[src/rtl/pong_game_ctrl.sv]
`default_nettype none
// ============================================================================
//  Module   : pong_game_ctrl
//  Purpose  : Game sequencer for the pong ball block: serve/play/pause/point
//             state machine, score counters and game-over detection.
//  Revision : 1.0  initial release
// ============================================================================
module pong_game_ctrl #(
    parameter int unsigned SCORE_WIDTH = 4,
    parameter int unsigned WIN_SCORE   = 7,
    parameter int unsigned SERVE_DELAY = 60,
    parameter int unsigned POINT_HOLD  = 30
) (
    input  logic                   clk,
    input  logic                   rst,
    input  logic                   frame_tick,
    input  logic                   start_btn,
    input  logic                   pause_btn,
    input  logic [1:0]             win,
    output logic                   ball_rst,
    output logic                   ball_pause,
    output logic [SCORE_WIDTH-1:0] score_l,
    output logic [SCORE_WIDTH-1:0] score_r,
    output logic [2:0]             state,
    output logic                   game_over,
    output logic                   winner,
    output logic                   point_pulse
);

    localparam int unsigned MAX_DELAY = (SERVE_DELAY > POINT_HOLD) ? SERVE_DELAY : POINT_HOLD;
    localparam int unsigned CNT_W     = $clog2(MAX_DELAY + 1);

    localparam logic [CNT_W-1:0]       SERVE_LAST = CNT_W'(SERVE_DELAY - 1);
    localparam logic [CNT_W-1:0]       POINT_LAST = CNT_W'(POINT_HOLD - 1);
    localparam logic [SCORE_WIDTH-1:0] WIN_VAL    = SCORE_WIDTH'(WIN_SCORE);
    localparam logic [SCORE_WIDTH-1:0] SCORE_ONE  = SCORE_WIDTH'(1);
    localparam logic [CNT_W-1:0]       CNT_ONE    = CNT_W'(1);

    typedef enum logic [2:0] {
        ST_IDLE     = 3'd0,
        ST_SERVE    = 3'd1,
        ST_PLAY     = 3'd2,
        ST_PAUSED   = 3'd3,
        ST_POINT    = 3'd4,
        ST_GAMEOVER = 3'd5
    } state_e;

    state_e                   state_q, state_d;
    logic [CNT_W-1:0]         cnt_q, cnt_d;
    logic [SCORE_WIDTH-1:0]   score_l_q, score_l_d;
    logic [SCORE_WIDTH-1:0]   score_r_q, score_r_d;
    logic                     winner_q, winner_d;
    logic                     point_pulse_q, point_pulse_d;

    logic start_cur_q, start_prev_q, start_arm_q;
    logic pause_cur_q, pause_prev_q;
    logic start_edge, pause_edge;

    // Start is only armed once the button has been seen released since reset,
    // so a button held through reset cannot start a game.
    assign start_edge = start_cur_q & ~start_prev_q & start_arm_q;
    assign pause_edge = pause_cur_q & ~pause_prev_q;

    always_ff @(posedge clk) begin
        if (rst) begin
            state_q       <= ST_IDLE;
            cnt_q         <= '0;
            score_l_q     <= '0;
            score_r_q     <= '0;
            winner_q      <= 1'b0;
            point_pulse_q <= 1'b0;
            start_cur_q   <= 1'b0;
            start_prev_q  <= 1'b0;
            start_arm_q   <= 1'b0;
            pause_cur_q   <= 1'b0;
            pause_prev_q  <= 1'b0;
        end else begin
            state_q       <= state_d;
            cnt_q         <= cnt_d;
            score_l_q     <= score_l_d;
            score_r_q     <= score_r_d;
            winner_q      <= winner_d;
            point_pulse_q <= point_pulse_d;
            start_cur_q   <= start_btn;
            start_prev_q  <= start_cur_q;
            start_arm_q   <= start_arm_q | ~start_btn;
            pause_cur_q   <= pause_btn;
            pause_prev_q  <= pause_cur_q;
        end
    end

    always_comb begin
        state_d       = state_q;
        score_l_d     = score_l_q;
        score_r_d     = score_r_q;
        winner_d      = winner_q;
        point_pulse_d = 1'b0;
        cnt_d         = cnt_q;

        case (state_q)
            ST_IDLE: begin
                if (start_edge) begin
                    score_l_d = '0;
                    score_r_d = '0;
                    state_d   = ST_SERVE;
                end
            end
            ST_SERVE: begin
                if (frame_tick && (cnt_q == SERVE_LAST)) begin
                    state_d = ST_PLAY;
                end
            end
            ST_PLAY: begin
                // A point outranks a simultaneous pause edge, which is dropped.
                if (win[1]) begin
                    score_l_d     = score_l_q + SCORE_ONE;
                    point_pulse_d = 1'b1;
                    state_d       = ST_POINT;
                end else if (win[0]) begin
                    score_r_d     = score_r_q + SCORE_ONE;
                    point_pulse_d = 1'b1;
                    state_d       = ST_POINT;
                end else if (pause_edge) begin
                    state_d = ST_PAUSED;
                end
            end
            ST_PAUSED: begin
                if (pause_edge) begin
                    state_d = ST_PLAY;
                end
            end
            ST_POINT: begin
                if (frame_tick && (cnt_q == POINT_LAST)) begin
                    if ((score_l_q == WIN_VAL) || (score_r_q == WIN_VAL)) begin
                        winner_d = (score_r_q == WIN_VAL);
                        state_d  = ST_GAMEOVER;
                    end else begin
                        state_d = ST_SERVE;
                    end
                end
            end
            ST_GAMEOVER: begin
                if (start_edge) begin
                    score_l_d = '0;
                    score_r_d = '0;
                    winner_d  = 1'b0;
                    state_d   = ST_SERVE;
                end
            end
            default: begin
                state_d = ST_IDLE;
            end
        endcase

        // Counter restarts on state entry; a tick in the entry cycle counts.
        if (state_d != state_q) begin
            cnt_d = '0;
        end else if (frame_tick) begin
            cnt_d = cnt_q + CNT_ONE;
        end
    end

    assign state       = state_q;
    assign ball_rst    = (state_q == ST_IDLE) || (state_q == ST_SERVE);
    assign ball_pause  = (state_q == ST_PAUSED) || (state_q == ST_POINT);
    assign game_over   = (state_q == ST_GAMEOVER);
    assign winner      = winner_q;
    assign score_l     = score_l_q;
    assign score_r     = score_r_q;
    assign point_pulse = point_pulse_q;

endmodule
`default_nettype wire

[config.mk]
export PLATFORM = sky130hd
export DESIGN_NAME = pong_game_ctrl
export DESIGN_NICKNAME = d
export VERILOG_FILES = /design/src/rtl/pong_game_ctrl.sv
export SDC_FILE = /design/constraint.sdc
export NUM_CORES = 1
export LEC_CHECK = 0
export ABC_AREA = 1
export BUFFER_PORTS_ARGS = -buffer_cell sky130_fd_sc_hd__clkbuf_2
export CAP_MARGIN = 20
export CORE_AREA = 2 2 60 62
export DETAILED_ROUTE_END_ITERATION = 10
export DIE_AREA = 0 0 62 64
export PLACE_DENSITY = 0.69
export SYNTH_ARGS = -nofsm -noshare
export SYNTH_HDL_FRONTEND = slang
export SYNTH_SLANG_ARGS = --single-unit
export TNS_END_PERCENT = 1
[constraint.sdc]
create_clock -name clk -period 2.2 [get_ports clk]
set_input_delay 0.22 -clock clk [delete_from_list [all_inputs] [get_ports clk]]
set_output_delay 0.22 -clock clk [all_outputs]
set_load 0.05 [all_outputs]
---- Yosys cells after proc, flatten, opt, wreduce, memory -nomap -nowiden ----
Cells that the tools add are included.
word-level totals
  input bits .............................. 7
  bits in read-only memories .............. 0
  flip-flop bits (word level) ............. 24
  memories ................................ 0
  word-level logic and storage cells ...... 74
  bits in latches ......................... 0
  bits in writable memories ............... 0
  output and inout bits ................... 16
cells by class
  shift operators ......................... 0
  bitwise operators ....................... 8
  div/mod/pow operators ................... 0
  mux-type cells .......................... 21
  $mul .................................... 0
  equality and inequality tests ........... 17
  reductions and logical operators ........ 14
  $lt $le $gt $ge ......................... 0
  add/sub/neg operators ................... 3
operators with widths
  kind                 number
  $mux 3               8
  $mux 4               4
  $pmux 4 s2           2
  $pmux 3 s5           1
  $ne 2x2->1 const B   5
  $add 4x1->4 const B  2
  $eq 4x3->1 const B   2
  $reduce_and 4->1     2
  $add 6x1->6 const B  1
  $eq 3x2->1 const B   2
  $eq 3x3->1 const B   2
  $eq 6x5->1 const B   1
  $eq 6x6->1 const B   1
  $reduce_or 2->1      3
  $mux 1               5
  $ne 2x1->1 const B   2
  $not 1->1            4
  $reduce_bool 2->1    2
  $and 1x1->1          3
  $eq 3x1->1 const B   1
  $logic_not 3->1      1
  $logic_or 1x1->1     3
  $ne 3x3->1           1
  $reduce_and 3->1     1
  other kinds (3)      4

---- Logic depth before layout (Yosys ltp) ----
Gate-level depths: netlist of run 1.
  depth after elaboration ................. 8
  mapped depth ............................ 12
  mapped depth without buffers ............ 12

---- Worst setup path before layout of run 1 ----
Ideal clock, no wire load.
  path kind ............................... reg2reg
  start point ............................. register state_q[1] (netlist: state[1])
  end point ............................... register cnt_q[1]
  clock period less this slack ............ 1919 ps
  path buffers ............................ 0
  data arrival time ....................... 1802 ps
  stages on the path, launching flop included .. 11
  library setup time ...................... 117 ps
  data required time ...................... 2083 ps
  slack ................................... 281 ps
  path through ............................ dfxtp_1 > inv_2 > nand3_4 > inv_1 > and2_1 > nor2_1 > nand3_1 > nand2_1 > inv_1 > nand2_2 > nor2_1
on the way
  elaborated cells between the ends (all ways) .. 17
  those cells by class .................... eq/ne: 6; mux: 8; reduce/logical: 3
RTL lines
  element                           RTL line  text
  start: declaration                48        state_e state_q, state_d;
  start signal: assignment          78        state_q <= state_d;
  $eq 3x3->1                        --
  net game_over                     25        output logic game_over,
  $reduce_or 2->1 (no source line)  --
  $pmux 3 s5                        100       case (state_q)
  $ne 3x3->1                        156       if (state_d != state_q) begin
  $reduce_or 2->1 (no source line)  --
  end signal: assignment            79        cnt_q <= cnt_d;
  end: declaration                  49        logic [CNT_W-1:0] cnt_q, cnt_d;
The timed path passes the listed nets, and every way through them passes these cells.
A chain may end at the register's enable or synchronous reset.

---- Worst setup path after layout of run 1 ----
  start point ............................. register state_q[0] (netlist: state[0])
  end point ............................... output port ball_pause
on the way
  longest elaborated chain between the ends .. 2
  elaborated cells between the ends (all ways) .. 3
  those cells by class .................... eq/ne: 2; reduce/logical: 1
ends and longest elaborated chain
  element                                   RTL line  text
  $eq 3x2->1 or $eq 3x3->1 (tied branches)  165       assign ball_pause = (state_q == ST_PAUSED) || (state_q == ST_POINT);
  $logic_or 1x1->1 *                        165
  end: declaration                          21        output logic ball_pause,
Every way passes the cells marked *; elsewhere a longest branch is shown, timed or not.

==> summary.md, run 1 <==
| Metric | Value |
|---|---|
| Core area | 3280 um2 |
| Total grt overflow | 0 |
| Postcts setup bufs | 0 |
| Clk_skew | 8.02 ps |
| Clk root buf | clkbuf_4 |
| Initial Util | 0.395 |
| Syn_nets | 194 |
| Slew Limit Headroom | 0.760 |
| Initial antenna violation count | 0 |
| Final count of hold timing violations | 0 |
| Sw Ratio | 0.309 |
| Netlist cell types | 30 |
| Nets | 219 |
| Slew @ Worst Pin | 357 ps |
| Max Transition Viols Final | 0 |
| CTS Buf Count | 3 |
| Antenna diodes | 0 |
| Status | finished clean |
| Post-Syn Instances | 183 |
| Remaining routing DRC violations | 0 |
| DIE AREA | 3970 um2 |
| Hpwl dp | 1900 um |
| RePlAce Congestion | 0.814 |
| Layout cells sized above 1 | 0.246 |
| Cell Int Power | 0.000704 W |
| #FFs+latches synth | 24 |
| Hold Buf Count CTS | 0 |
| Commonest non-fill, non-tap cells in the layout | nand2_1, nor2_1, dfxtp_1 |
| Pre-CTS WS | 694 ps |
| LEAKAGE | 0.695 nW |
| Switching power | 0.000314 W |
| Tcrit/Tclk final | 0.848 |
| Port bufs | 22 |
| Routed WL per cell | 9.81 um |
| Netlist Area Pre-Place | 1300 um2 |
| Startpoint Class | register |
| Clock power frac | 0.317 |
| Ys Warns | 0 |
| Die H | 64 um |
| Fmax | 536 MHz |
| Routed Antenna Nets | 0 |
| Commonest non-fill, non-tap cell in the layout | nand2_1 |
| I/O Pins | 23 |
| Area growth syn-to-layout | 16.4% |
| Final Critical Period | 1860 ps |
| Flop pwr share | 0.469 |
| Reg2Reg Depth | 9 |
| CTS resizes | 0 |
| Logic pwr share | 0.214 |
| Via density | 4.47 |
| DR iter-0 viols | 53 |
| Largest net degree at the start of global routing | 18 |
| DRT Pass-1 Iters | 4 |
| RSZ-0062 raised after global routing | false |
| Hold Crit Class | in2reg |
| Tot GR Track Use | 0.140 |
| CP Capture Type | primary output |
| Worst skew pair latency | 320 ps |
| CTS Buffer Depth | 2 |
| Via count | 1132 |
| Filler cells | 339 |
| Row count | 21 |
| Sum Neg Setup Slack | 0 ps |
| Worst-path clk slew | 140 ps |
| First-pass GRT wire length | 4250 um |
| Critical path type | reg2out |
| Arr. time, crit path | 1640 ps |
| WHS Path Cells | 3 |
| Htree depth | 1 |
| Reg area | 480 um2 |
| Max-Cap Viols | 0 |
| Multi-input gate area | 708 um2 |
| Worst Path Max Fanout | 7 |
| Peak supply drop | 0.286 mV |
| Pwr Density | 675 nW/um2 |
| Die outline width | 62 um |
| Final setup vio count | 0 |
| Syn avg cell area | 7.08 um2 |
| Clock Sinks | 24 |
| Post-synthesis sequential area ratio | 0.371 |
| Aggregate routed wire length | 2480 um |
| Utilization after layout | 0.459 |
| Vias in the first global route | 998 |
| CTS tree | built |
| Final worst slack | 335 ps |
| CP required | 1980 ps |
## metrics by stage
step | area, um2 | power, W | hold WS (ps) | instances
3_5_place_dp | 1460 | 0.000705 | 415 | 249
3_3_place_gp | 1460 | 0.000704 | 408 | 249
6_report | 1510 | 0.00102 | 66.4 | 253
5_1_grt | 1510 | 0.00108 | 80.5 | 253
4_1_cts | 1510 | 0.00103 | 63.8 | 253
2_1_floorplan | 1300 | 0.000659 | 327 | 183
## sequential cells by signal, summed over array words and instances, names as in the netlist
register      cells
pause_prev_q      1
state             3
score_l           4
pause_cur_q       1
start_cur_q       1
winner            1
start_arm_q       1
score_r           4
cnt_q             6
start_prev_q      1
point_pulse       1
## Yosys cell counts
library cell  count  area (um2)
nand4_1           1        6.26
o21ai_1           2        10.0
nand3_2           2        20.0
o21ai_0           2        10.0
o31ai_1           1        7.51
ha_1              4        50.1
dfxtp_1          24         480
nand2_4           2        22.5
nand2_2           7        43.8
nor3_2            1        10.0
or2_2             2        12.5
nor2_4            1        11.3
inv_4             1        6.26
a21oi_2           1        8.76
nor3_1            2        10.0
xnor2_1           2        17.5
a21oi_1           8        40.0
a211oi_1          1        7.51
inv_1            20        75.1
clkbuf_1          2        7.51
and2_1            1        6.26
xor2_1            6        52.6
nor2_2            2        12.5
o21a_1            1        7.51
nor2_1           34         128
inv_2             5        18.8
nand3_1          10        50.1
nand3_4           1        17.5
nor3b_1           2        15.0
nand2_1          35         131
## layout make-up
| class | instances | share of cell area |
|---|---|---|
| Multi-Input combinational cell | 131 | 0.469 |
| Inverter | 26 | 0.0663 |
| Clock inverter | 1 | 0.0199 |
| Timing Repair Buffer | 22 | 0.0730 |
| Clock buffer | 3 | 0.0149 |
| Tap cell | 46 | 0.0381 |
| Sequential cell | 24 | 0.318 |
## cell families after synthesis
| family | count (synthesis) | synth area share |
|---|---|---|
| AND/OR/NAND/NOR | 103 | 0.383 |
| buffers and inverters | 28 | 0.0830 |
| flip-flops | 24 | 0.371 |
| AO/OA/AOI/OAI | 16 | 0.0705 |
| XOR/XNOR | 8 | 0.0541 |
| adder cells (fa/ha/maj) | 4 | 0.0386 |
## power by group through the flow
stage | Sequential (W) | Clock, W | Combinational [W]
3_5_place_dp | 0.000487 | 0 | 0.000218
6_report | 0.000478 | 0.000323 | 0.000217
4_1_cts | 0.000477 | 0.000332 | 0.000219
5_1_grt | 0.000481 | 0.000352 | 0.000247
2_1_floorplan | 0.000518 | 0 | 0.000142
3_3_place_gp | 0.000486 | 0 | 0.000218
## metal layers
layer  global-route usage  share of wire
met1                0.195           0.53
met2                0.207           0.43
met3               0.0304          0.026
met4               0.0559          0.015
met5                    0              0
## worst max-delay path, stage by stage, from the launching register on
cell	delay (ps)
dfxtp_1	550
inv_2	110
nand2_1	100
nor2_2	50
or2_2	270
clkbuf_2	240
## worst paths after layout
check                                    end   startpoint  slack [ps]
worst max-delay path              ball_pause     state[0]         340
worst min-delay path             pause_cur_q    pause_btn          70
worst max register to register    score_r[1]     state[0]         640
worst min register to register  start_prev_q  start_cur_q         430
No activity file was read; power rests on OpenSTA's default activity.
==> inputs of run 2 (changes only) <==
- PLACE_DENSITY: 0.69 -> 0.72
- clock period: 2.2 -> 1.6 ns (I/O delays scaled with it)
==> run 2 against run 1 <==
Final area is 4.0% higher. Non-clock buffer count is 2 higher. Register-to-register slack worse by 540 ps. Total power is 25% higher. Worst hold slack worse by 37 ps. Global-route usage is 0.091 points higher. Clock power is 15% lower. Die area stayed put. Critical path type unchanged.
==> summary.md, run 2 (same netlist as run 1, synthesis figures left out) <==
| Metric | Value |
|---|---|
| Status | finished clean |
| Flop pwr share | 0.522 |
| Reg2Reg Depth | 12 |
| First-pass GRT wire length | 4220 um |
| Clk_skew | 19.2 ps |
| Logic pwr share | 0.262 |
| Total power | 0.00127 W |
| CTS Buf Count | 3 |
| Slew Limit Headroom | 0.736 |
| Initial Util | 0.395 |
| LEAKAGE | 0.697 nW |
| Clock power frac | 0.216 |
| Reg-to-reg startpoint | cnt_q[0] |
| Peak supply drop | 0.294 mV |
| CP Capture Type | primary output |
| Antenna diodes | 0 |
| Most flops, register | cnt_q |
| CTS Buffer Depth | 2 |
| Htree depth | 1 |
| Fmax | 652 MHz |
| Commonest non-fill, non-tap cell in the layout | nand2_1 |
| Max-Cap Viols | 0 |
| DRT Pass-1 Iters | 4 |
| Switching power | 0.000435 W |
| Sw Ratio | 0.343 |
| Min-delay src | pause_btn |
| Utilization after layout | 0.478 |
| WHS Path Cells | 3 |
| RR Endpoint | cnt_q[1] |
| Routed Antenna Nets | 0 |
| Final count of hold timing violations | 0 |
| Tot GR Track Use | 0.141 |
| Critical path type | reg2out |
| Clock Sinks | 24 |
| Arr. time, crit path | 1370 ps |
| CP required | 1440 ps |
| Reg area | 500 um2 |
| Startpoint Class | register |
| Routed WL per cell | 10.1 um |
| Core area | 3280 um2 |
| I/O Pins | 23 |
| Clk root buf | clkbuf_4 |
| Cell Int Power | 0.000833 W |
| Multi-input gate area | 751 um2 |
| DR iter-0 viols | 63 |
| Port bufs | 22 |
| Nets | 221 |
| Remaining routing DRC violations | 0 |
| Total grt overflow | 0 |
| DIE AREA | 3970 um2 |
| Layout cells sized above 1 | 0.321 |
| RePlAce Congestion | 0.822 |
| Largest net degree at the start of global routing | 18 |
| Aggregate routed wire length | 2580 um |
| Worst-path clk slew | 140 ps |
| Max FFs per register | 6 |
| Slew @ Worst Pin | 392 ps |
| Area growth syn-to-layout | 21.0% |
| WHS | 29.7 ps |
| RSZ-0062 raised after global routing | true |
| WHS Endpoint | pause_cur_q |
| CTS tree | built |
| Vias in the first global route | 979 |
| Worst Path Max Fanout | 6 |
| Via count | 1178 |
| Via density | 4.62 |
| Commonest non-fill, non-tap cells in the layout | nand2_1, nor2_1, clkbuf_2 |
| R2r setup slk | 100 ps |
| Die H | 64 um |
| Max Transition Viols Final | 0 |
| Pwr Density | 808 nW/um2 |
| Sum Neg Setup Slack | 0 ps |
| Hold Crit Class | in2reg |
| Tcrit/Tclk final | 0.958 |
| Die outline width | 62 um |
| Final setup vio count | 0 |
| Hpwl dp | 1950 um |
| Final Critical Period | 1530 ps |
| Initial antenna violation count | 0 |
| Filler cells | 348 |
| Worst skew pair latency | 320 ps |
| Row count | 21 |
[run 2: changes by cell type in the layout (fill, tap and decap cells not counted), moves of 2 or more]
cell      delta
nor2_1       -2
nand2_1      -2
clkbuf_2     -2
nand2_4      +2
buf_4        +4
dfxtp_4      +4
dfxtp_1      -8
dfxtp_2      +4
[run 2: worst max-delay path by stage]
stage | from | endpoint | slack [ps] | cells past startpoint
after floorplan | state[1] | cnt_q[1] | -40 | 10
after CTS | state[0] | ball_pause | 30 | 5
after detailed placement | cnt_q[0] | cnt_q[1] | 60 | 12
after global placement | cnt_q[0] | cnt_q[1] | 90 | 12
final | state[2] | ball_pause | 70 | 3
after global routing | cnt_q[1] | cnt_q[0] | -30 | 12
[run 2: worst max-delay path: stages, from the launching register on]
cell     delay (ps)
dfxtp_2         440
nor2_1          120
or2_2           300
buf_4           190
[run 2: stage by stage]
| stage | cell area [um2] | instances | setup WS, ps |
|---|---|---|---|
| 3_5_place_dp | 1470 | 249 | 59.4 |
| 2_1_floorplan | 1310 | 183 | -39.5 |
| 4_1_cts | 1500 | 253 | 31.8 |
| 5_1_grt | 1570 | 255 | -27.7 |
| 6_report | 1570 | 255 | 66.5 |
| 3_3_place_gp | 1470 | 249 | 89.2 |
[run 2: what timing repair did]
| action | CTS | global route |
|---|---|---|
| gates resized for setup | 2 | 19 |
| hold buffers | 0 | 0 |
| pin swaps | 0 | 4 |
| buffers inserted | 0 | 2 |
| endpoints found under the setup margin | 1 | 8 |
| hold endpoints to repair | 0 | 0 |
[run 2: power groups by stage]
stage | Combinational, W | Sequential (W) | Clock, W
after floorplan | 0.000195 | 0.000713 | 0
after global placement | 0.000300 | 0.000670 | 0
after detailed placement | 0.000301 | 0.000671 | 0
after CTS | 0.000303 | 0.000658 | 0.000288
after global routing | 0.000371 | 0.000668 | 0.000317
final | 0.000333 | 0.000662 | 0.000273
[run 2: final cells by class]
type	count	area share
Clock buffer	4	0.0167
Inverter	26	0.0662
Multi-Input combinational cell	131	0.478
Sequential cell	24	0.319
Tap cell	46	0.0367
Timing Repair Buffer	24	0.0829
[run 2: layer usage]
metal	vias to the layer above	track usage	wire [um]
met4	0	0.0718	60
met3	5	0.0121	103
met2	32	0.186	1110
met5	-	0	0
met1	518	0.222	1310
li1	623	-	-
==> inputs of run 3 (changes only) <==
- CTS_BUF_LIST: unset -> sky130_fd_sc_hd__clkbuf_2
- MAX_ROUTING_LAYER: unset -> met4
==> run 3 against run 2 <==
Sequential power barely moved. Clock skew rose by 4.3 ps. Cell count rose by 0.39%. Routed wire length fell by 1.0%. Critical endpoint unchanged. Sequential share of layout area fell by 0.54 points. Clock-buffer cell count did not move. Core utilization rose by 1.1 points.
==> summary.md, run 3 (same netlist as run 1, synthesis figures left out) <==
| Metric | Value |
|---|---|
| CP Capture Type | primary output |
| Core area | 3280 um2 |
| Row count | 21 |
| RSZ-0062 raised after global routing | true |
| Status | finished clean |
| Via count | 1176 |
| Aggregate routed wire length | 2560 um |
| CP max stage delay | 420 ps |
| Final worst slack | 85.2 ps |
| Worst-path clk slew | 220 ps |
| Worst Path Max Fanout | 5 |
| CP required | 1440 ps |
| Pre-CTS WS | 59.4 ps |
| Hold Crit Class | in2reg |
| CTS Buf Count | 3 |
| Commonest non-fill, non-tap cell in the layout | nor2_1 |
| Antenna diodes | 0 |
| Nets | 222 |
| Fmax | 660 MHz |
| Startpoint Class | register |
| Commonest non-fill, non-tap cells in the layout | nor2_1, nand2_1, clkbuf_2 |
| Reg-to-reg startpoint | cnt_q[0] |
| Worst skew pair latency | 340 ps |
| Utilization after layout | 0.488 |
| Clock Sinks | 24 |
| Crit path launch | state[1] |
| Most flops, register | cnt_q |
| Slew @ Worst Pin | 386 ps |
| Hpwl dp | 1950 um |
| Clk_skew | 23.5 ps |
| RePlAce Congestion | 0.835 |
| Die H | 64 um |
| Vias in the first global route | 976 |
| Final count of hold timing violations | 0 |
| CTS tree | built |
| Critical path type | reg2out |
| CTS Buffer Depth | 2 |
| Tcrit/Tclk final | 0.947 |
| Area growth syn-to-layout | 23.7% |
| Slew Limit Headroom | 0.740 |
| First-pass GRT wire length | 4230 um |
| DR iter-0 viols | 71 |
| Clk root buf | clkbuf_2 |
| Pwr Density | 776 nW/um2 |
| Total power | 0.00124 W |
| Largest net degree at the start of global routing | 18 |
| Htree depth | 1 |
| DIE AREA | 3970 um2 |
| Slowest CP cell | dfxtp_4 |
| Cell Count, Final, Fillers Out | 256 |
| Max Transition Viols Final | 0 |
| Min-delay src | start_btn |
| Total grt overflow | 0 |
| Tot GR Track Use | 0.145 |
| Die outline width | 62 um |
| Layout cells sized above 1 | 0.343 |
| Max FFs per register | 6 |
| Initial Util | 0.395 |
| Via density | 4.59 |
| DRT Pass-1 Iters | 4 |
| LEAKAGE | 0.706 nW |
| Routed Antenna Nets | 0 |
| Sum Neg Setup Slack | 0 ps |
| CP cell instances | nand2_1 -> nor2_1 -> or2_4 -> buf_8 |
| Initial antenna violation count | 0 |
| Peak supply drop | 0.314 mV |
| I/O Pins | 23 |
| Remaining routing DRC violations | 0 |
| Routed WL per cell | 9.99 um |
| Cell count after placement | 249 |
| Final Critical Period | 1510 ps |
| Port bufs | 22 |
| Max-Cap Viols | 0 |
| Arr. time, crit path | 1350 ps |
| Final setup vio count | 0 |
[run 3: worst max-delay path, delay by kind of cell, from the launching register on]
family / cells / cell delay [ps]
simple gates: 3 / 450
flops: 1 / 420
buf+inv: 1 / 130
[run 3: final timing paths]
check                 endpoint  slack [ps]  cells after the start
setup reg to reg      cnt_q[1]         110                     12
hold / removal     start_cur_q          20                      3
hold reg to reg   pause_prev_q         440                      2
setup / recovery    ball_pause          90                      4
[run 3: report_power, final]
group	total (W)	switching [W]	internal, W
Clock	0.000237	0.000171	0.0000661
Combinational	0.000347	0.000232	0.000114
Sequential	0.000661	0.0000320	0.000629
[run 3: stage by stage]
step	hold WS (ps)	instance area (um2)
CTS	8.23	1510
floorplan	267	1310
global placement	353	1470
global route	19.9	1600
detailed placement	359	1470
finish	22.6	1600
[run 3: layout make-up]
type / instances / area, um2
fillers: 345 / 1680
multi-input cells: 131 / 768
flip-flops and latches: 24 / 503
repair buffers: 25 / 151
inverters: 26 / 104
well taps: 46 / 57.6
clock buffers: 4 / 20.0
[run 3: what timing repair did]
item / 4_1_cts / 5_1_grt
setup buffers: 1 / 1
hold endpoints to repair: 1 / 0
hold buffers: 1 / 0
setup endpoints to repair: 1 / 8
gates resized for setup: 3 / 28
pin swaps: 0 / 4
[run 3: metal layers]
layer  track usage  wire [um]
met4        0.0718         61
met3        0.0121         99
met1         0.220       1290
met5             -          0
met2         0.190       1100
